`src/rtl/cpu_pkg.sv`:
```
// Shared types for the core's decode/register-transfer path: transfer modes,
// sequencer states and register index type.
package cpu_pkg;

    typedef enum logic {
        MODE_IA = 1'b0,
        MODE_DB = 1'b1
    } xfer_mode_e;

    typedef enum logic [1:0] {
        IDLE = 2'd0,
        XFER = 2'd1,
        WB   = 2'd2,
        DONE = 2'd3
    } seq_state_e;

    typedef logic [3:0] reg_addr_t;

    localparam int WORD_BYTES = 4;

endpackage

```
`src/rtl/lowest_set_bit.sv`:
```
// 16-bit priority encoder: index of the lowest set bit plus a valid flag.
// Shared with decode, so it stays purely combinational.
module lowest_set_bit
    import cpu_pkg::*;
(
    input  logic [15:0] vec_i,
    output reg_addr_t   idx_o,
    output logic        valid_o
);

    always_comb begin
        idx_o = '0;
        // Scan downwards so the lowest set bit is the last one to win.
        for (int i = 15; i >= 0; i--) begin
            if (vec_i[i]) begin
                idx_o = reg_addr_t'(i);
            end
        end
        valid_o = |vec_i;
    end

endmodule

```
`src/rtl/reg_list_sequencer.sv`:
```
// LDM/STM/PUSH/POP sequencer: walks a 16-bit register list one memory beat
// at a time, driving the register-file ports and a single-beat memory port.
module reg_list_sequencer
    import cpu_pkg::*;
(
    input  logic        clk,
    input  logic        rst,
    input  logic        start,
    input  logic        is_load,
    input  logic        mode,
    input  logic [15:0] reg_list,
    input  logic [31:0] base_addr,
    input  logic [3:0]  rn,
    input  logic        wback,
    output logic        busy,
    output logic        done,
    output logic        mem_req,
    output logic        mem_we,
    output logic [31:0] mem_addr,
    output logic [31:0] mem_wdata,
    input  logic        mem_ready,
    input  logic [31:0] mem_rdata,
    output logic [3:0]  rf_read_addr,
    input  logic [31:0] rf_read_data,
    output logic        rf_write_en,
    output logic [3:0]  rf_write_addr,
    output logic [31:0] rf_write_data
);

    seq_state_e  state_q, state_d;
    logic        is_load_q, is_load_d;
    reg_addr_t   rn_q, rn_d;
    logic        wback_q, wback_d;
    logic        rn_in_list_q, rn_in_list_d;
    logic [15:0] remaining_q, remaining_d;
    logic [31:0] addr_q, addr_d;
    logic [31:0] final_base_q, final_base_d;

    logic [4:0]  count;
    logic [31:0] span;
    reg_addr_t   cur;
    logic        cur_valid;

    lowest_set_bit u_lsb (
        .vec_i   (remaining_q),
        .idx_o   (cur),
        .valid_o (cur_valid)
    );

    always_comb begin
        count = '0;
        for (int i = 0; i < 16; i++) begin
            count = count + {4'b0000, reg_list[i]};
        end
        span = 32'(count) * 32'(WORD_BYTES);
    end

    always_comb begin
        state_d       = state_q;
        is_load_d     = is_load_q;
        rn_d          = rn_q;
        wback_d       = wback_q;
        rn_in_list_d  = rn_in_list_q;
        remaining_d   = remaining_q;
        addr_d        = addr_q;
        final_base_d  = final_base_q;

        busy          = (state_q != IDLE);
        done          = 1'b0;
        mem_req       = 1'b0;
        mem_we        = 1'b0;
        mem_addr      = '0;
        mem_wdata     = '0;
        rf_read_addr  = '0;
        rf_write_en   = 1'b0;
        rf_write_addr = '0;
        rf_write_data = '0;

        case (state_q)
            IDLE: begin
                if (start) begin
                    is_load_d    = is_load;
                    rn_d         = rn;
                    wback_d      = wback;
                    rn_in_list_d = reg_list[rn];
                    remaining_d  = reg_list;
                    if (xfer_mode_e'(mode) == MODE_DB) begin
                        // Lowest register sits at the lowest address in both modes.
                        addr_d       = base_addr - span;
                        final_base_d = base_addr - span;
                    end else begin
                        addr_d       = base_addr;
                        final_base_d = base_addr + span;
                    end
                    state_d = (reg_list == 16'h0000) ? DONE : XFER;
                end
            end
            XFER: begin
                mem_req      = 1'b1;
                mem_we       = ~is_load_q;
                mem_addr     = addr_q;
                rf_read_addr = cur;
                mem_wdata    = is_load_q ? 32'h0 : rf_read_data;
                if (mem_ready && cur_valid) begin
                    // Gating on rst keeps a reset in this cycle from committing a load.
                    rf_write_en   = is_load_q && !rst;
                    rf_write_addr = is_load_q ? cur : 4'h0;
                    rf_write_data = is_load_q ? mem_rdata : 32'h0;
                    remaining_d   = remaining_q & ~(16'h0001 << cur);
                    addr_d        = addr_q + 32'(WORD_BYTES);
                    if (remaining_d == 16'h0000) begin
                        state_d = (wback_q && !(is_load_q && rn_in_list_q)) ? WB : DONE;
                    end
                end
            end
            WB: begin
                rf_write_en   = !rst;
                rf_write_addr = rn_q;
                rf_write_data = final_base_q;
                state_d       = DONE;
            end
            DONE: begin
                done    = 1'b1;
                state_d = IDLE;
            end
            default: state_d = IDLE;
        endcase
    end

    always_ff @(posedge clk) begin
        if (rst) begin
            state_q      <= IDLE;
            is_load_q    <= 1'b0;
            rn_q         <= '0;
            wback_q      <= 1'b0;
            rn_in_list_q <= 1'b0;
            remaining_q  <= '0;
            addr_q       <= '0;
            final_base_q <= '0;
        end else begin
            state_q      <= state_d;
            is_load_q    <= is_load_d;
            rn_q         <= rn_d;
            wback_q      <= wback_d;
            rn_in_list_q <= rn_in_list_d;
            remaining_q  <= remaining_d;
            addr_q       <= addr_d;
            final_base_q <= final_base_d;
        end
    end

endmodule
```
`config.mk`:
```
export PLATFORM = sky130hd
export DESIGN_NAME = reg_list_sequencer
export DESIGN_NICKNAME = d
export VERILOG_FILES = /design/src/rtl/cpu_pkg.sv /design/src/rtl/lowest_set_bit.sv /design/src/rtl/reg_list_sequencer.sv
export SDC_FILE = /design/constraint.sdc
export NUM_CORES = 1
export LEC_CHECK = 0
export BUFFER_PORTS_ARGS = -buffer_cell sky130_fd_sc_hd__buf_2
export CAP_MARGIN = 25
export CORE_MARGIN = 3
export CORE_UTILIZATION = 34
export CTS_CLUSTER_SIZE = 20
export DETAILED_ROUTE_END_ITERATION = 12
export GPL_TIMING_DRIVEN = 0
export HOLD_SLACK_MARGIN = 0.08
export SETUP_SLACK_MARGIN = 0.5
export SLEW_MARGIN = 10
export SYNTH_ARGS = -nofsm -noshare
export SYNTH_HDL_FRONTEND = slang
export SYNTH_SLANG_ARGS = --single-unit
```
`constraint.sdc`:
```
create_clock -name clk -period 6.7 [get_ports clk]
set_input_delay 0.67 -clock clk [delete_from_list [all_inputs] [get_ports clk]]
set_output_delay 0.67 -clock clk [all_outputs]
set_load 0.005 [all_outputs]
```
==> reports/qor.yml <==
status: "completed"
end_kind: "flop"
synth_edf_count: 0
synth_nets: 1206
holdCritPathClass: "reg2reg"
clock_latency_ns: 0.36
holdCritStartpoint: "final_base_q[22]"
synth_cell_types: 69
syn_inst: 1048
finClkSkew_ns: 0.0116
hold_viol_final: 0
leakagePower_nw: 3.94
drtPass1Iterations: 5
drt_first_iter_violations: 745
crit_path_start_kind: "input pin"
worstHoldEndpoint: "final_base_q[22]"
clock.fmax_mhz: 167
dpl.hpwl_um: 24800
vias_per_cell: 5.67
vias: 8896
drt_wl_total_um: 31200
synthArstFlopShare_pct: 0
period_needed_ns: 6.00
timing.critical_path.mode_cell: "fa_1"
clkSinkCount: 89
fin_crit_sh_pct: 89.6
start_util_pct: 35.3
cp_slowest_cell: "fa_1"
setup_slack_ns: 0.700
final_cell_mix: "buf_2, nand2_1, a21oi_1"
rsz0062_at_grt: "no"
detail-route-antenna-nets: 0
pwr_density_cell_nw_per_um2: 396
wl_per_cell_um: 19.9
route.detailed.drc: 0
portBuffers: 219
cts.path.max_buffers: 2
core-area_um2: 21500
grt_pass1_vias: 8381
grt_overflow: 0
multi_input_area_um2: 5430
tritoncts: "yes"
grt_max_degree: 17
place_congestion: 0.893
holdPathStages: 2
drv_slew: 0
r2r-start: "remaining_q[0]"
ys_seq_elements: 89
h-tree-depth: 3
die_h_um: 155
antenna_found_initial: 2
fill_cells: 2270
cts_buffers: 9
drive_above_1_share_pct: 22.1
path_max_fanout: 7
worstSetupPathType: "in2reg"
crit_path_cell_trace: "buf_2, inv_1, fa_1, fa_1, fa_1, fa_1, inv_2, ha_4, fa_2, a21o_1, and2_4, inv_2, ha_4, or3b_4, or3_4, nor4_4, buf_4, o2111ai_4, nor4b_4, a41oi_2, or4_1, nand3_1"
fp.dieW_um: 155
yosysWarnings: 0
max_stage_delay_ns: 0.56
layout_commonest_cell: "buf_2"
nets: 1445
synth_area_um2: 7580
cp_data_arrival_time_ns: 6.30
seqCellArea_um2: 1780
vdd_drop_max_uv: 147
yosysSeqAreaShare_pct: 23.5
tightest_slew_ns: 0.957
grt_use_total_pct: 24.8
die_area_um2: 24100
fin_setup_tns_ns: 0
drv_cap: 0
grt_pass1_wl_um: 46800
syn_area_per_cell_um2: 7.23
r2r-end: "remaining_q[15]"
syn_to_final_growth_pct: 26.1
synth_ff_type: "dfxtp_1"
slew_headroom_pct: 36.0
reg2reg_depth: 10
clock-root-buffer: "clkbuf_16"
cp_data_required_time_ns: 7.00
regToRegSetupSlack_ns: 2.94
row_count: 53
io_pins: 232
place_ws_ns: 0.0840
setup_viol: 0
path_clk_slew_ns: 0.07
==> power by group <==
part | total [mW] | switching, mW | internal (mW) | leakage [nW]
clock network | 0.609 | 0.241 | 0.368 | 0.167
registers | 0.874 | 0.183 | 0.691 | 0.733
logic | 2.30 | 1.49 | 0.811 | 3.04
==> worst max-delay path: cells and delay by family <==
family	cells	cell delay [ns]
AO/OA/AOI/OAI	3	0.41
AND/OR/NAND/NOR	7	2.26
buffers and inverters	5	0.51
adder cells (fa/ha/maj)	7	2.45
==> cells in the mapped netlist (all sizes together), types with 14 or more instances <==
| library cell | count | area share [%] |
|---|---|---|
| o22ai | 14 | 1.2 |
| dfxtp | 89 | 24 |
| xor2 | 18 | 2.1 |
| inv | 48 | 2.4 |
| nor2 | 74 | 3.7 |
| a211oi | 23 | 2.3 |
| nand2 | 126 | 6.2 |
| nand3 | 30 | 2.0 |
| nor3 | 18 | 1.2 |
| xnor2 | 31 | 3.6 |
| and2 | 64 | 5.3 |
| clkbuf | 72 | 3.6 |
| ha | 23 | 3.8 |
| a22oi | 44 | 4.4 |
| nor4 | 16 | 2.0 |
| nand4 | 18 | 1.5 |
| a21oi | 95 | 6.3 |
| o21ai | 60 | 4.0 |
| nor2b | 41 | 3.4 |
==> layout make-up <==
type | instances | share of cell area, %
Multi-Input combinational cell | 833 | 56.8
Clock buffer | 9 | 2.36
Inverter | 49 | 1.92
Buffer | 77 | 3.08
Antenna cell | 1 | 0.0262
Tap cell | 275 | 3.60
Timing Repair Buffer | 228 | 12.3
Clock inverter | 7 | 1.30
Sequential cell | 89 | 18.6
==> stage by stage <==
step	cell area (um2)	cells	utilization [%]	total power, mW	hold WS (ns)
2_1_floorplan	7580	1048	-	2.31	0.432
3_3_place_gp	9020	1542	42.0	3.10	0.445
3_5_place_dp	9020	1542	42.0	3.11	0.449
4_1_cts	9370	1558	43.6	3.72	0.459
5_1_grt	9550	1567	44.5	4.08	0.481
6_report	9560	1568	44.5	3.79	0.458
==> what timing repair did <==
action | CTS | global route
buffers inserted | 0 | 9
endpoints found under the setup margin | 2 | 17
hold buffers | 0 | 0
resized for setup | 0 | 32
pin swaps | 1 | 13
==> logic make-up after synthesis <==
group,count (synthesis),synth area share [%]
AND/OR/NAND/NOR,434,30.0
AO/OA/AOI/OAI,307,25.7
buffers and inverters,126,6.27
flip-flops,89,23.5
XOR/XNOR,49,5.66
adder cells (fa/ha/maj),35,6.97
multiplexers,8,1.90
==> sequential cells by signal (all words and copies together) (netlist names) <==
register and cells:
addr_q 32, final_base_q 32, is_load_q 1, remaining_q 16, rn_in_list_q 1, rn_q 4, state_q 2, wback_q 1
==> how the worst max path moves through the flow <==
stage | depth (start not counted) | endpoint | start | slack, ns
after detailed placement | 21 | addr_q[28] | reg_list[0] | 0.08
final | 22 | final_base_q[31] | reg_list[0] | 0.70
after global placement | 21 | addr_q[28] | reg_list[0] | 0.09
after global routing | 23 | addr_q[25] | reg_list[15] | 0.47
after CTS | 21 | addr_q[28] | reg_list[0] | 0.57
after floorplan | 20 | addr_q[30] | reg_list[0] | 0.89
==> per-layer routing <==
layer | vias to the layer above | global-route usage, % | part of all wire (%)
met2 | 439 | 41.9 | 48
met5 | - | 0 | 0.11
met3 | 68 | 4.92 | 8.6
li1 | 4220 | - | -
met1 | 4165 | 31.5 | 40
met4 | 4 | 8.38 | 3.3
No activity file was read; power rests on OpenSTA's default activity.
